==> config.mk <==
export PLATFORM = sky130hd
export DESIGN_NAME = psum_gb_rr_merger
export DESIGN_NICKNAME = d
export VERILOG_FILES = /design/src/rtl/psum_gb_rr_merger.sv
export SDC_FILE = /design/constraint.sdc
export NUM_CORES = 2
export LEC_CHECK = 0
export CELL_PAD_IN_SITES_DETAIL_PLACEMENT = 1
export CELL_PAD_IN_SITES_GLOBAL_PLACEMENT = 1
export CORE_MARGIN = 4
export CORE_UTILIZATION = 40
export CTS_BUF_LIST = sky130_fd_sc_hd__clkbuf_8
export DETAILED_ROUTE_END_ITERATION = 10
export PLACE_DENSITY_LB_ADDON = 0.1
export SYNTH_ARGS = -nofsm -noshare
export SYNTH_HDL_FRONTEND = slang
export SYNTH_MEMORY_MAX_BITS = 65536
export SYNTH_SLANG_ARGS = --single-unit
export TNS_END_PERCENT = 5
==> constraint.sdc <==
create_clock -name clk -period 22.9 [get_ports clk]
set_input_delay 4.58 -clock clk [delete_from_list [all_inputs] [get_ports clk]]
set_output_delay 4.58 -clock clk [all_outputs]
set_load 0.005 [all_outputs]
==> src/rtl/psum_gb_rr_merger.sv <==
// PSUM return-path merger: NUM_CH val/rdy streams, each buffered in its own FIFO,
// arbitrated (round-robin or fixed priority, per-channel maskable) onto a single
// registered GB write port tagged with the source channel.
module psum_gb_rr_merger #(
   parameter int unsigned NUM_CH     = 3,
   parameter int unsigned DATA_W     = 368,
   parameter int unsigned FIFO_DEPTH = 4,
   parameter int unsigned CH_W       = 2
) (
   input  logic                     clk,
   input  logic                     rst_n,
   input  logic [NUM_CH-1:0]        in_val,
   output logic [NUM_CH-1:0]        in_rdy,
   input  logic [NUM_CH*DATA_W-1:0] in_data,
   input  logic                     mode_fixed,
   input  logic [NUM_CH-1:0]        ch_en,
   output logic                     out_val,
   input  logic                     out_rdy,
   output logic [DATA_W-1:0]        out_data,
   output logic [CH_W-1:0]          out_ch,
   output logic                     busy
);

   localparam int unsigned ADDR_W = $clog2(FIFO_DEPTH);
   localparam int unsigned PTR_W  = ADDR_W + 1;

   logic [PTR_W-1:0]  wr_ptr [NUM_CH];
   logic [PTR_W-1:0]  rd_ptr [NUM_CH];
   logic [DATA_W-1:0] mem    [NUM_CH][FIFO_DEPTH];

   logic [NUM_CH-1:0] empty, full, push, pop, elig;
   logic [CH_W-1:0]   grant_idx, last_grant;
   logic [DATA_W-1:0] head_data;
   logic              any_elig, out_adv, load;

   // FIFO status from pointer compare; ready uses pre-pop occupancy, no bypass.
   always_comb begin
      for (int i = 0; i < NUM_CH; i++) begin
         empty[i] = (wr_ptr[i] == rd_ptr[i]);
         full[i]  = (wr_ptr[i][ADDR_W] != rd_ptr[i][ADDR_W]) &&
                    (wr_ptr[i][ADDR_W-1:0] == rd_ptr[i][ADDR_W-1:0]);
      end
      in_rdy   = ~full;
      push     = in_val & ~full;
      elig     = ~empty & ch_en;
      any_elig = |elig;
      out_adv  = ~out_val | out_rdy;
      load     = out_adv & any_elig;
      busy     = (|(~empty)) | out_val;
   end

   // Grant selection: fixed = lowest eligible index; RR = first eligible after last_grant.
   always_comb begin
      logic            hi_found;
      logic [CH_W-1:0] hi_idx, lo_idx, fix_idx;
      hi_found = 1'b0;
      hi_idx   = '0;
      lo_idx   = '0;
      fix_idx  = '0;
      // Descending scan so the last hit is the lowest qualifying index.
      for (int i = NUM_CH - 1; i >= 0; i--) begin
         if (elig[i]) begin
            fix_idx = CH_W'(i);
            if (CH_W'(i) > last_grant) begin
               hi_found = 1'b1;
               hi_idx   = CH_W'(i);
            end else begin
               lo_idx = CH_W'(i);
            end
         end
      end
      if (mode_fixed) begin
         grant_idx = fix_idx;
      end else begin
         grant_idx = hi_found ? hi_idx : lo_idx;
      end
   end

   // Pop decode and head-of-FIFO mux for the granted channel.
   always_comb begin
      pop       = '0;
      head_data = '0;
      for (int i = 0; i < NUM_CH; i++) begin
         if (grant_idx == CH_W'(i)) begin
            pop[i]    = load;
            head_data = mem[i][rd_ptr[i][ADDR_W-1:0]];
         end
      end
   end

   // FIFO pointers; reset discards all buffered words.
   always_ff @(posedge clk or negedge rst_n) begin
      if (!rst_n) begin
         for (int i = 0; i < NUM_CH; i++) begin
            wr_ptr[i] <= '0;
            rd_ptr[i] <= '0;
         end
      end else begin
         for (int i = 0; i < NUM_CH; i++) begin
            if (push[i]) wr_ptr[i] <= wr_ptr[i] + PTR_W'(1);
            if (pop[i])  rd_ptr[i] <= rd_ptr[i] + PTR_W'(1);
         end
      end
   end

   // FIFO storage; contents are don't-care while empty so no reset is needed.
   always_ff @(posedge clk) begin
      for (int i = 0; i < NUM_CH; i++) begin
         if (push[i]) mem[i][wr_ptr[i][ADDR_W-1:0]] <= in_data[i*DATA_W +: DATA_W];
      end
   end

   // Output register and RR pointer; last_grant moves only on an actual load.
   always_ff @(posedge clk or negedge rst_n) begin
      if (!rst_n) begin
         out_val    <= 1'b0;
         out_data   <= '0;
         out_ch     <= '0;
         last_grant <= CH_W'(NUM_CH - 1);
      end else begin
         if (out_adv) out_val <= any_elig;
         if (load) begin
            out_data   <= head_data;
            out_ch     <= grant_idx;
            last_grant <= grant_idx;
         end
      end
   end

endmodule

=== Yosys cells after proc, flatten, opt, wreduce, memory -nomap -nowiden ===
Memory sizes are Yosys's and may differ from the RTL's.
Cells that the tools add are included.

* Bits of input ports: 1,114
* Bits in writable memories: 4,416
* Memories: 1
* Logic and storage cells: 113
* Flip-flop bits (word level): 391
* Output and inout port bits: 375

{| class="wikitable"
|+ Memory list
! memory !! depth !! bits a word !! rd ports !! clocked after Yosys merged registers in !! write ports !! RTL line !! source
|-
| mem || 3 || 1,472 || 3 || 0 || 3 || 29 || <nowiki>logic [DATA_W-1:0] mem [NUM_CH][FIFO_DEPTH];</nowiki>
|}

* Reductions and logical operators: 9
* $add $sub $neg: 6
* Bitwise gates (word level): 14
* Magnitude comparators: 12
* Equality and inequality tests: 11
* Mux-type cells: 50

{| class="wikitable"
|+ Operators with widths
! cell !! number
|-
| $mux W1472 || 3
|-
| $mux W368 || 12
|-
| $bmux W368 S2 || 3
|-
| $demux W368 S2 || 3
|-
| $mux W2 || 17
|-
| $add A3 B1 Y3 const B || 6
|-
| $ge A3 B3 Y1 const B || 6
|-
| $not A2 Y3 || 6
|-
| $mux W1 || 12
|-
| $eq A3 B3 Y1 || 3
|-
| $lt A3 B1 Y1 const B || 3
|-
| $and A3 B3 Y3 || 2
|-
| $eq A2 B2 Y1 || 3
|-
| $logic_and A1 B1 Y1 || 6
|-
| $not A3 Y3 || 2
|-
| $reduce_or A3 Y1 || 2
|-
| $gt A1 B2 Y1 const A || 2
|-
| $ne A1 B1 Y1 || 3
|-
| $eq A2 B1 Y1 const B || 1
|-
| $eq A2 B2 Y1 const B || 1
|-
| $gt A2 B2 Y1 const A || 1
|-
| $logic_not A2 Y1 || 1
|-
| $or A1 B1 Y1 || 2
|-
| $and A1 B1 Y1 || 1
|-
| $not A1 Y1 || 1
|}

=== Longest topological paths before layout ===
* Depth in word-level cells: 14
* Mapped depth: 10
* Gate-level depth less buffers: 5

=== Worst setup path after synthesis ===
OpenSTA, ideal clock, no wires.

* Path kind: input to register
* Start: input port in_val[2]
* End: memory mem[0][2944] (netlist bit), enable pin
* Slack: 8.815 ns
* Data required time: 22.120 ns
* Setup time: 0.780 ns
* Stages on the path: 2
* Buffers on the path: 0
* Arrival time: 13.306 ns
* Cell sequence: a21boi_1 -> and2_1

{| class="wikitable"
|+ RTL lines
! item !! RTL line !! source
|-
| from (decl) || 12 || <nowiki>input logic [NUM_CH-1:0] in_val,</nowiki>
|-
| to (decl) || 29 ||
|}

==> summary.md <==
| Metric | Value |
|---|---|
| TritonCTS Buffers | `800` |
| RSZ-0062 raised after global routing | `no` |
| Critical Path AT | `9.60 ns` |
| Post CTS Setup Buffer Count | `0` |
| Worst-Skew Late Latency | `1.22 ns` |
| Worst-path cell with the longest stage delay | `and2_4` |
| Slew Viols, Final | `0` |
| M3 GR Usage | `6.05%` |
| CP max stage delay | `0.90 ns` |
| Number of synthesized flops with an enable pin | `4416` |
| Nets@finish | `11.2k` |
| Pleak | `72.0 nW` |
| Max-cap violations | `0` |
| Synth async-reset ratio | `8.11%` |
| Relative slew slack | `9.69%` |
| Via/cell ratio | `5.53` |
| Mapped Nets | `9143` |
| Fin. Hold Viols | `0` |
| DRT iter0 DRCs | `8337` |
| Die height | `676 µm` |
| Final setup viols | `0` |
| Antenna-violating nets left | `0` |
| H-tree Lvls | `6` |
| Post-synth top area share | `74.2%` |
| Post-synth top area cell | `edfxtp_1` |
| Hold Buf Count CTS | `0` |
| Tot GR Track Use | `24.8%` |
| Final worst slack | `14.14 ns` |
| Die Wd | `676 µm` |
| Port bufs | `1488` |
| Detailed Place HPWL | `380 mm` |
| Layer carrying the most global-route usage | `met2` |
| Cell row count | `245` |
| M2 GR Usage | `41.5%` |
| Status | `completed` |
| Peak supply drop | `0.000100 V` |
| DR WL/cell | `34.3 µm` |
| Area contributors post-synth | `edfxtp_1, mux4_2, dfrtp_1` |
| GRT Residual Overflow | `0` |
| First-pass GRT wire length | `798 mm` |
| Crit path capture type | `register` |
| Tcrit/Tclk final | `38.3%` |
| Worst slew pin tran | `1.35 ns` |
| Largest net degree at the start of global routing | `123` |
| Skew final | `0.0872 ns` |
| Final wirelength | `577 mm` |
| Syn. warnings | `0` |
| CTS tree | `yes` |
| Crit path time final | `8.76 ns` |
| Fin area | `0.217 mm²` |
| Hold WC Path Type | `register to register` |
| Drt pass-1 iters | `5` |
| CP Launch Type | `input pin` |
| IO Count | `1489` |
| Total core area | `0.445 mm²` |
| Synth top cells by count | `edfxtp_1, mux4_2, nand3_1` |
| Most common cell on crit path | `buf_4` |
| Syn Inst Count | `8014` |
| # resized after CTS | `0` |
| Met1 GRT Util | `30.6%` |
| Delay-heaviest family, CP | `buffers and inverters` |
| Cell breakdown of the critical path | `clkdlybuf4s50_1, a21boi_1, and2_4, buf_4, buf_4, buf_4, buf_4` |
| Clock Root Buffer | `clkbuf_8` |
| Unique masters post-synth | `45` |
| TritonCTS Sinks | `4806` |
| Register area share after synthesis | `79.7%` |
| Dpl cell area | `0.201 mm²` |
| Clock-pin slew of the registers on the worst-case setup and hold paths | `0.06 ns` |
| Starting Density | `40.1%` |
| Buffers plus inverters on the worst setup path | `5` |
| FMAX | `114 MHz` |
| Vias post-DR | `93.1k` |
| Final Wtd Congestion | `0.811` |
| PwrDens | `133 mW/mm²` |
| Cell area after synthesis | `0.179 mm²` |
| Post-route setup TNS | `0 ns` |
| Crit path kind | `input pin to register` |
| Die area | `0.457 mm²` |
| Share of layout cells above drive strength 1 | `21.9%` |
| Critical Path RT | `23.74 ns` |
| P&R area growth vs syn | `21.3%` |
| Worst slack at placement | `12.86 ns` |
| CP Max Fanout | `57` |
| #FFs+latches synth | `4806` |
| Main synth FF type | `edfxtp_1` |
| Vias in the first global route | `98.6k` |
| Mean area per synthesized cell | `22.3 µm²` |
| DRC errors left | `0` |
| Initial antenna violation count | `411` |
| Clk buf depth | `4` |
| Count leader, synth | `edfxtp_1` |
-- per-stage QoR --
step / instances / total power [mW] / util (%) / hold WS [ns]
finish: 16800 / 28.8 / 48.7 / 0.482
global route: 16800 / 30.1 / 48.7 / 0.518
CTS: 16700 / 29.3 / 48.6 / 0.485
detailed placement: 15100 / 22.0 / 45.1 / 0.472
global placement: 15100 / 21.8 / 45.1 / 0.463
floorplan: 8014 / 18.4 / - / 0.459
-- placed cells by master (no fill, tap or decap), types with 29 or more instances in the layout --
master / Yosys / routed
clkdlybuf4s50_1: 0 / 1487
clkinv_2: 0 / 50
o211ai_1: 93 / 93
mux2i_1: 93 / 93
edfxtp_1: 4416 / 4416
dfrtp_1: 389 / 383
diode_2: 0 / 174
nand2_1: 380 / 379
clkbuf_8: 0 / 902
o22ai_1: 29 / 29
buf_4: 14 / 159
mux4_2: 1104 / 1104
inv_1: 36 / 386
nor2_1: 30 / 30
clkinv_1: 0 / 134
nand3_1: 536 / 535
a22oi_1: 220 / 220
-- registers in the layout, indices dropped and copies added, names as in the netlist --
signal	count
mem	4416
last_grant	1
out_val	1
out_data	368
out_ch	2
rd_ptr	9
wr_ptr	9
-- worst register-to-register path, stage by stage, from the launching register on --
cell and delay [ns]:
dfrtp_4 0.99, xor2_1 0.46, nor2_1 0.13, a21boi_1 0.52, and2_4 0.90, buf_4 0.74
buf_4 0.85, buf_4 0.66, buf_4 0.76
-- path summary, 6_finish.rpt --
kind                                            from                         to  slack (ns)  depth (start not counted)
min                        out_data[241]$_DFFE_PN0P_  out_data[241]$_DFFE_PN0P_        0.48                          2
max in group asynchronous                      rst_n   out_data[80]$_DFFE_PN0P_       15.85                          5
max reg2reg                    rd_ptr[0]$_DFFE_PN0P_     mem[0][4356]$_DFFE_PP_       16.46                          8
min in group asynchronous                      rst_n  out_data[102]$_DFFE_PN0P_        3.38                          1
max                                        in_val[2]     mem[0][4356]$_DFFE_PP_       14.14                          7
min reg2reg                out_data[241]$_DFFE_PN0P_  out_data[241]$_DFFE_PN0P_        0.48                          2
-- cell families (layout without fill, tap and decap cells) --
family | after synthesis | in the layout | synth area share (%)
simple gates | 973 | 973 | 2.46
buf+inv | 498 | 3208 | 1.14
mux | 1201 | 1201 | 14.5
xor+xnor | 24 | 24 | 0.126
fa+ha+maj | 15 | 15 | 0.105
compound gates | 497 | 497 | 2.03
other cells | 0 | 174 | 0
flops | 4806 | 4806 | 79.7
-- cell type report --
| class | instances | area [µm²] |
|---|---|---|
| Fill cell | 40300 | 228000 |
| Sequential cell | 4806 | 142000 |
| Multi-Input combinational cell | 2710 | 34400 |
| Timing Repair Buffer | 1668 | 16500 |
| Clock buffer | 902 | 12400 |
| Tap cell | 5928 | 7420 |
| Clock inverter | 602 | 3110 |
| Antenna cell | 174 | 435 |
| Inverter | 36 | 135 |
-- metal layers --
layer / share of wire [%] / routed length (µm)
met5: 0.18 / 1050
met4: 4.2 / 24400
met3: 6.9 / 40000
met2: 51 / 293000
met1: 38 / 218000
-- where the power goes --
| part | internal [mW] | switching, mW |
|---|---|---|
| Sequential | 12.0 | 0.831 |
| Combinational | 3.55 | 5.18 |
| Clock | 3.75 | 3.53 |
No activity file was read; power rests on OpenSTA's default activity.
